### config.mk
export PLATFORM = sky130hd
export DESIGN_NAME = mem_port_arbiter_flat
export DESIGN_NICKNAME = d
export VERILOG_FILES = /design/src/rtl/mem_port_arbiter_if.sv /design/src/rtl/mem_port_arbiter.sv /design/src/flat_wrapper.sv
export SDC_FILE = /design/constraint.sdc
export NUM_CORES = 1
export LEC_CHECK = 0
export CAP_MARGIN = 20
export CORE_AREA = 2 2 105 107
export CTS_CLUSTER_SIZE = 30
export DETAILED_ROUTE_END_ITERATION = 8
export DIE_AREA = 0 0 107 109
export DONT_BUFFER_PORTS = 1
export GPL_TIMING_DRIVEN = 0
export PLACE_DENSITY = 0.7
export SLEW_MARGIN = 20
export SYNTH_ARGS = -nofsm -noshare
export SYNTH_HDL_FRONTEND = slang
export SYNTH_SLANG_ARGS = --single-unit
export TNS_END_PERCENT = 20
### constraint.sdc
create_clock -name clk -period 1.8 [get_ports clk]
set_input_delay 0.36 -clock clk [delete_from_list [all_inputs] [get_ports clk]]
set_output_delay 0.36 -clock clk [all_outputs]
set_load 0.005 [all_outputs]
### src/rtl/mem_port_arbiter_if.sv
// Bundle of fetch-side, data-side and backing-memory handshake signals around the shared memory port.
interface mem_port_arbiter_if #(
  parameter int ADDR_W = 32,
  parameter int DATA_W = 32
);
  logic              ifReq;
  logic [ADDR_W-1:0] ifAddr;
  logic              ifValid;
  logic [DATA_W-1:0] ifData;
  logic              ifLock;

  logic              dReq;
  logic              dWe;
  logic [ADDR_W-1:0] dAddr;
  logic [DATA_W-1:0] dWdata;
  logic              dValid;
  logic [DATA_W-1:0] dRdata;
  logic              dLock;

  logic              mReq;
  logic              mWe;
  logic [ADDR_W-1:0] mAddr;
  logic [DATA_W-1:0] mWdata;
  logic [DATA_W-1:0] mRdata;
  logic              mAck;

  logic              busy;

  // The arbiter itself sits on the slave side
  modport slave (
    input  ifReq, ifAddr, dReq, dWe, dAddr, dWdata, mRdata, mAck,
    output ifValid, ifData, ifLock, dValid, dRdata, dLock,
    output mReq, mWe, mAddr, mWdata, busy
  );

  modport master (
    output ifReq, ifAddr, dReq, dWe, dAddr, dWdata, mRdata, mAck,
    input  ifValid, ifData, ifLock, dValid, dRdata, dLock,
    input  mReq, mWe, mAddr, mWdata, busy
  );
endinterface

### src/rtl/mem_port_arbiter.sv
// Arbitrates instruction fetch and data access onto one single-port memory,
// data first, with a streak limit that guarantees fetch progress.
module mem_port_arbiter #(
  parameter int ADDR_W      = 32,
  parameter int DATA_W      = 32,
  parameter int MAX_DSTREAK = 4
) (
  input logic               clk,
  input logic               reset,
  mem_port_arbiter_if.slave bus
);

  localparam logic [3:0] STREAK_MAX = 4'(MAX_DSTREAK);

  typedef enum logic [1:0] {IDLE, IF_WAIT, D_WAIT, RESP} state_t;

  state_t            state;
  state_t            state_nxt;
  logic              grant_d;
  logic              grant_if;
  logic [3:0]        d_streak;
  logic              resp_is_d;
  logic              m_we;
  logic [ADDR_W-1:0] m_addr;
  logic [DATA_W-1:0] m_wdata;
  logic [DATA_W-1:0] if_data;
  logic [DATA_W-1:0] d_rdata;

  function automatic logic [3:0] sat_inc(input logic [3:0] v);
    return (v >= STREAK_MAX) ? STREAK_MAX : v + 4'd1;
  endfunction

  always_ff @(posedge clk) begin
    if (!reset) state <= IDLE;
    else        state <= state_nxt;
  end

  always_comb begin
    state_nxt = state;
    grant_d   = 1'b0;
    grant_if  = 1'b0;
    case (state)
      IDLE: begin
        // Data wins unless fetch has waited through a full streak of data grants
        if (bus.dReq && !(bus.ifReq && d_streak == STREAK_MAX)) begin
          grant_d   = 1'b1;
          state_nxt = D_WAIT;
        end else if (bus.ifReq) begin
          grant_if  = 1'b1;
          state_nxt = IF_WAIT;
        end
      end
      IF_WAIT, D_WAIT: if (bus.mAck) state_nxt = RESP;
      RESP:            state_nxt = IDLE;
      default:         state_nxt = IDLE;
    endcase
  end

  always_ff @(posedge clk) begin
    if (!reset) begin
      d_streak  <= 4'd0;
      resp_is_d <= 1'b0;
      m_we      <= 1'b0;
      m_addr    <= '0;
      m_wdata   <= '0;
      if_data   <= '0;
      d_rdata   <= '0;
    end else begin
      if (grant_d) begin
        m_we      <= bus.dWe;
        m_addr    <= bus.dAddr;
        m_wdata   <= bus.dWdata;
        resp_is_d <= 1'b1;
        d_streak  <= bus.ifReq ? sat_inc(d_streak) : 4'd0;
      end else if (grant_if) begin
        m_we      <= 1'b0;
        m_addr    <= bus.ifAddr;
        resp_is_d <= 1'b0;
        d_streak  <= 4'd0;
      end
      if (bus.mAck && state == IF_WAIT) if_data <= bus.mRdata;
      // A completed store reports zero read data
      if (bus.mAck && state == D_WAIT)  d_rdata <= m_we ? '0 : bus.mRdata;
    end
  end

  assign bus.mReq    = (state == IF_WAIT) || (state == D_WAIT);
  assign bus.mWe     = m_we;
  assign bus.mAddr   = m_addr;
  assign bus.mWdata  = m_wdata;
  assign bus.busy    = (state != IDLE);
  assign bus.ifValid = (state == RESP) && !resp_is_d;
  assign bus.dValid  = (state == RESP) && resp_is_d;
  assign bus.ifData  = if_data;
  assign bus.dRdata  = d_rdata;
  assign bus.ifLock  = bus.ifReq & ~bus.ifValid;
  assign bus.dLock   = bus.dReq & ~bus.dValid;

endmodule

### src/flat_wrapper.sv
// flat-port wrapper written by rule: the top's interface ports become plain ports
module mem_port_arbiter_flat 
#(
  parameter int ADDR_W      = 32,
  parameter int DATA_W      = 32,
  parameter int MAX_DSTREAK = 4
)
  (clk, reset, bus_ifReq, bus_ifAddr, bus_dReq, bus_dWe, bus_dAddr, bus_dWdata, bus_mRdata, bus_mAck, bus_ifValid, bus_ifData, bus_ifLock, bus_dValid, bus_dRdata, bus_dLock, bus_mReq, bus_mWe, bus_mAddr, bus_mWdata, bus_busy);
  mem_port_arbiter_if #(.ADDR_W(ADDR_W), .DATA_W(DATA_W)) bus_i ();
  input logic clk;
  input logic reset;
  input wire logic [$bits(bus_i.ifReq)-1:0] bus_ifReq;
  input wire logic [$bits(bus_i.ifAddr)-1:0] bus_ifAddr;
  input wire logic [$bits(bus_i.dReq)-1:0] bus_dReq;
  input wire logic [$bits(bus_i.dWe)-1:0] bus_dWe;
  input wire logic [$bits(bus_i.dAddr)-1:0] bus_dAddr;
  input wire logic [$bits(bus_i.dWdata)-1:0] bus_dWdata;
  input wire logic [$bits(bus_i.mRdata)-1:0] bus_mRdata;
  input wire logic [$bits(bus_i.mAck)-1:0] bus_mAck;
  output wire logic [$bits(bus_i.ifValid)-1:0] bus_ifValid;
  output wire logic [$bits(bus_i.ifData)-1:0] bus_ifData;
  output wire logic [$bits(bus_i.ifLock)-1:0] bus_ifLock;
  output wire logic [$bits(bus_i.dValid)-1:0] bus_dValid;
  output wire logic [$bits(bus_i.dRdata)-1:0] bus_dRdata;
  output wire logic [$bits(bus_i.dLock)-1:0] bus_dLock;
  output wire logic [$bits(bus_i.mReq)-1:0] bus_mReq;
  output wire logic [$bits(bus_i.mWe)-1:0] bus_mWe;
  output wire logic [$bits(bus_i.mAddr)-1:0] bus_mAddr;
  output wire logic [$bits(bus_i.mWdata)-1:0] bus_mWdata;
  output wire logic [$bits(bus_i.busy)-1:0] bus_busy;
  assign bus_i.ifReq = bus_ifReq;
  assign bus_i.ifAddr = bus_ifAddr;
  assign bus_i.dReq = bus_dReq;
  assign bus_i.dWe = bus_dWe;
  assign bus_i.dAddr = bus_dAddr;
  assign bus_i.dWdata = bus_dWdata;
  assign bus_i.mRdata = bus_mRdata;
  assign bus_i.mAck = bus_mAck;
  assign bus_ifValid = bus_i.ifValid;
  assign bus_ifData = bus_i.ifData;
  assign bus_ifLock = bus_i.ifLock;
  assign bus_dValid = bus_i.dValid;
  assign bus_dRdata = bus_i.dRdata;
  assign bus_dLock = bus_i.dLock;
  assign bus_mReq = bus_i.mReq;
  assign bus_mWe = bus_i.mWe;
  assign bus_mAddr = bus_i.mAddr;
  assign bus_mWdata = bus_i.mWdata;
  assign bus_busy = bus_i.busy;
  mem_port_arbiter #(.ADDR_W(ADDR_W), .DATA_W(DATA_W), .MAX_DSTREAK(MAX_DSTREAK)) u_core (.clk(clk), .reset(reset), .bus(bus_i));
endmodule
Word level (Yosys, flattened, before mapping)
Cells that the tools add are included.
{ "totals": {"register_bits": 136, "input_bits": 134} }
{ "classes": {"add_sub_neg": 1, "order_cmp": 1, "eq_ne": 6, "mux": 19, "bitwise_logic": 4, "reduce_logical": 14} }
{ "ops": {"columns": ["op", "n"], "rows": [
  ["$mux 32", 3],
  ["$mux 4", 4],
  ["$mux 1", 8],
  ["$logic_and 1x1->1", 6],
  ["$mux 2", 3],
  ["$pmux 2 s3", 1],
  ["$add 4x1->4 const B", 1],
  ["$eq 2x2->1 const B", 2],
  ["$eq 4x3->1 const B", 1],
  ["$ge 4x3->1 const B", 1],
  ["$reduce_bool 2->1", 2],
  ["$ne 3x2->1 const B", 1],
  ["$and 1x1->1", 2],
  ["$eq 2x1->1 const B", 1],
  ["$logic_not 1->1", 2],
  ["$logic_not 2->1", 1],
  ["$ne 2x2->1 const B", 1],
  ["$not 1->1", 2],
  ["$reduce_and 2->1", 1],
  ["$reduce_or 2->1", 1],
  ["$logic_or 1x1->1", 1]
]} }

Logic depth before layout (Yosys ltp)
{ "logic_depth": {"word_depth": 8, "depth_mapped": 7, "depth_no_buf": 5} }

Worst setup path after synthesis
Ideal clock, no wire load.
{ "synth_path": {"kind": "register -> register", "from": "reg u_core.state[0]", "to": "reg u_core.m_addr[10], in the netlist u_core.bus.mAddr[10]", "t_arrival_ns": 1.346, "required_ns": 1.681, "slack_ns": 0.335, "path_stages_with_launch": 8, "n_path_buf": 2, "period_less_slack_ns": 1.465, "path_cell_list": "dfxtp_1 -> inv_1 -> ha_1 -> and2_1 -> buf_6 -> nand2_4 -> buf_6 -> o221a_1"} }
{ "synth_between": {"elab_chain_cells": 3} }
{ "synth_lines": {"columns": ["item", "line_no", "rtl"], "rows": [
  ["start: declaration", "mem_port_arbiter.sv:17", "state_t state;"],
  ["start signal: assignment", "mem_port_arbiter.sv:35", "else state <= state_nxt;"],
  ["$logic_not 2->1 (*)", "mem_port_arbiter.sv:42", "case (state)"],
  ["$mux 1", "mem_port_arbiter.sv:42", null],
  ["$mux 32 / $reduce_bool 2->1 (equally long branches)", null, null],
  ["end signal: assignment", "mem_port_arbiter.sv:71", "m_addr <= bus.dAddr;"],
  ["end signal: assignment", "mem_port_arbiter.sv:77", "m_addr <= bus.ifAddr;"],
  ["end: declaration", "mem_port_arbiter.sv:24", "logic [ADDR_W-1:0] m_addr;"]
]} }
Mark *: on every way between the ends. The rest lies on a longest branch, timed or not.
A chain may end at the register's enable or synchronous reset.

Final worst setup path
{ "layout_path": {"from": "reg u_core.state[0]", "to": "out bus_dLock"} }
{ "layout_between": {"elab_chain_cells": 4} }
{ "layout_lines": {"columns": ["item", "line_no", "rtl"], "rows": [
  ["$eq 2x2->1", "mem_port_arbiter.sv:93", "assign bus.dValid = (state == RESP) && resp_is_d;"],
  ["$logic_and 1x1->1", "mem_port_arbiter.sv:93", null],
  ["named net bus_dValid", "flat_wrapper.sv:23", "output wire logic [$bits(bus_i.dValid)-1:0] bus_dValid;"],
  ["$not 1->1", "mem_port_arbiter.sv:97", "assign bus.dLock = bus.dReq & ~bus.dValid;"],
  ["$and 1x1->1", "mem_port_arbiter.sv:97", null],
  ["end: declaration", "flat_wrapper.sv:25", "output wire logic [$bits(bus_i.dLock)-1:0] bus_dLock;"]
]} }
The timed path passes the listed nets, and every way through them passes these cells.

==> results.txt <==
Setup repair after global routing could not meet its margin everywhere. The cell sitting at the root of the clock tree is a clkbuf_8. The number of buffers created by CTS is 17, and the average wire length per cell after detail routing is 19.1 um. The repair_antennas step left the layout with diodes totalling 0.

For this block, the initial DRC count from the detailed router was 356. The final setup violation count was 0; the overall power was 10.4 mW. Peak clock frequency supported by timing: 573 MHz.

At the later pin of the worst-skew pair, clock insertion delay measures 0.53 ns. When the netlist entered floorplanning its net count stood at 742. In the synthesized netlist the dominant register cell turns out to be dfxtp_1. For the post-synthesis instance area, the log shows 5720 um^2. The worst hold-check path type was in2reg. Clock-pin slew was measured on the worst setup and hold paths at 0.06 ns. The number of warnings reported in the yosys synthesis log is 0, and the maximum fanout along the worst path is 4.

The nature of the critical path endpoint was an output port. For this design the static power due to leakage is 2.60 nW. After synthesis, flip-flops and latches occupy 47.6% of the total area. In this run the power spent charging and discharging nets is 3.24 mW. The setup path with the least slack is of type reg2out. Post-route antenna net violation count: 0. Across every metal layer, demand over resource in global routing totals 27.0%.

The count of state elements after synthesis came out at 136. At the end of the flow, the number of nets in the layout was 841. STA classifies the critical path startpoint as a flop. Most used standard cell by instance count after synthesis: dfxtp_1.

For the pin with the worst max-slew slack, the measured transition is 0.703 ns. The synthesis-to-layout area growth was 29.0%; the placement row count was 38. Between clock sinks in the finished design, the worst skew comes to 0.0139 ns. The run gives 11700 um^2 as the floorplan die area. STA puts the critical path data required time at 1.44 ns. The logs give 2 for the maximum buffer depth of the clock tree and 0 for the final global-route overflow total.

The die is 109 um tall. The share of synthesized area in the top cell type comes to 47.6%. For the count of placed standard cells including taps, the log shows 741. TritonCTS built the clock tree.

Summing over every cut layer, the via total after detailed routing is 4952. The count of cells in the finished layout, fillers not included, comes to 853. The tightest hold path in the finished design has a slack of 0.0105 ns. The flow ran to the end, and the final reports show no timing, DRC or antenna violations. The first global-routing pass estimated 24500 um of wire. The time the final worst path needs with I/O delays and setup was 1.74 ns; the switching fraction of total power was 31.0%. Combinational logic is responsible for 25.2% of the overall power. Once layout is complete, the utilization of the core stands at 69.6%.

The count of buffers added on input and output ports is 0. The fraction of synthesis flops using an asynchronous set or reset pin was 0%. Measured against its own limit, the worst slew margin works out to 52.7%. The setup TNS after final layout is 0 ns. Counting flops with a built-in enable in the synthesized netlist gives 0.

VDD sags by at most 768 uV. The count of final max-slew check failures is 0, and the power density over the cells is 1420 nW/um^2. Number of antenna violations at the first check in global routing: 0.

The first TritonRoute pass finished after 5 iterations. The routed via count divided by cell count came out at 5.81. Of the cells placed in the final design, the portion with a size suffix greater than 1 is 11.1%.

In this run the post-CTS setup repair buffer count came out at 0. Average cell area after synthesis: 9.51 um^2. The logs give 33 for the unique cell type count in the Yosys netlist and 4895 for the via count of the first global-routing pass. The initial utilization of the core area, before any placement, comes to 53.9%. The number of instances in the synthesized netlist was 601. The portion of the clock cycle consumed by the worst path in the final layout was 96.9%; the final-report hold violation count was 0. Routability-driven placement finished with a final weighted congestion of 0.848. For the largest net degree at the start of global routing, the log shows 17. Data on the critical path arrives at its endpoint at 1.38 ns. The number of top-level pins came out at 269. The H-tree was split into 4 levels. Counting every sink on the clock net gives 136.

Yosys attributes the largest share of cell area to dfxtp_1 (48%), a21boi_0 (11%), nand2_1 (6.9%), o221a_1 (6.1%), nand4b_1 (4.9%). Sorting the synthesized cells by how often they occur yields dfxtp_1 (136), nand2_1 (105), a21boi_0 (85), o21a_1 (33), o21ai_0 (33). The design internal power was 7.20 mW; the wire length reported by the detailed router was 16300 um. Fill cells in the final layout number 804. Cell accounting for the most synthesized area: dfxtp_1. Of the total power, registers draw 39.2%.

The area of the core was 10600 um^2; the clock share of power was 35.6%. The final routed DRC violation total is 0, and the die extent in x is 107 um. Max-cap violations in this run came to 0. Detailed placement finished with a half-perimeter wire length of 11200 um.
-- per-stage QoR --
stage          setup slack (ns)  instance area, um^2
3_3_place_gp             0.0790                 5890
2_1_floorplan             0.335                 5720
3_5_place_dp            -0.0259                 5890
6_report                 0.0557                 7380
5_1_grt                 -0.0216                 7380
4_1_cts                 -0.0111                 7330
-- critical path, cell delays in order, from the launching register on --
cell     delay (ns)
dfxtp_1        0.33
ha_1           0.22
and2_4         0.18
nor2b_4        0.12
-- cell families (layout without fill, tap and decap cells) --
| logic type | count (synthesis) | in the layout | share of synthesized area (%) |
|---|---|---|---|
| and+or+nand+nor | 186 | 186 | 17.0 |
| muxes | 1 | 1 | 0.197 |
| adders and majority gates | 7 | 7 | 1.53 |
| AOI/OAI and AO/OA | 206 | 206 | 27.8 |
| DFF | 136 | 136 | 47.6 |
| buffers and inverters | 65 | 177 | 5.85 |
-- flip-flops by register name (all words and copies together) (netlist names) --
| signal | flops |
|---|---|
| u_core.bus.mAddr | 32 |
| u_core.bus.mWdata | 32 |
| u_core.state | 2 |
| u_core.bus.dRdata | 32 |
| u_core.bus.mWe | 1 |
| u_core.resp_is_d | 1 |
| u_core.bus.ifData | 32 |
| u_core.d_streak | 4 |
-- worst paths after layout --
check                                     start                            endpoint  slack, ns  depth (start not counted)
max                u_core.state[0]$_SDFFE_PN0P_                           bus_dLock       0.06                          3
min                              bus_ifAddr[16]   u_core.bus.mAddr[16]$_SDFFE_PN0P_       0.01                          1
max reg2reg        u_core.state[0]$_SDFFE_PN0P_  u_core.bus.dRdata[27]$_SDFFE_PN0P_       0.08                          6
min reg2reg  u_core.bus.ifData[28]$_SDFFE_PN0P_  u_core.bus.ifData[28]$_SDFFE_PN0P_       0.48                          2
-- power groups by stage --
stage	logic, mW	registers (mW)	clock network (mW)
final	2.63	4.10	3.71
after global routing	2.90	4.17	3.90
after CTS	2.52	4.09	3.74
after detailed placement	2.36	4.15	0
after global placement	2.27	4.13	0
after floorplan	1.87	3.99	0
-- metal layers --
metal / track usage (%) / vias up / routed length, um
li1: - / 2356 / -
met1: 30.4 / 2322 / 6390
met2: 45.5 / 231 / 7960
met3: 9.92 / 43 / 1450
met4: 12.7 / 0 / 502
met5: 0 / - / 0
-- final cells by class --
| cell class | count | area, um^2 | area share [%] |
|---|---|---|---|
| multi-input cells | 400 | 2690 | 36.5 |
| clock inverters | 10 | 165 | 2.24 |
| clock buffers | 22 | 473 | 6.41 |
| repair buffers | 80 | 801 | 10.9 |
| plain buffers | 59 | 322 | 4.36 |
| flip-flops and latches | 136 | 2720 | 36.9 |
| well taps | 140 | 175 | 2.37 |
| inverters | 6 | 22.5 | 0.305 |
-- cell usage in the layout, fill, tap and decap left out, drive strengths merged, types with 4 or more instances in the layout --
| master | instances |
|---|---|
| dfxtp | 136 |
| ha | 7 |
| bufinv | 4 |
| nand2 | 106 |
| buf | 29 |
| inv | 7 |
| a21boi | 100 |
| o21ai | 33 |
| o221a | 33 |
| dlygate4sd3 | 80 |
| nor2b | 5 |
| nand4b | 33 |
| o21a | 33 |
| clkbuf | 52 |
| nand3 | 32 |
-- what timing repair did --
action	4_1_cts	5_1_grt
gates resized for setup	3	22
hold buffers	79	1
setup endpoints to repair	5	35
endpoints found under the hold margin	80	1
No activity file was read; power rests on OpenSTA's default activity.
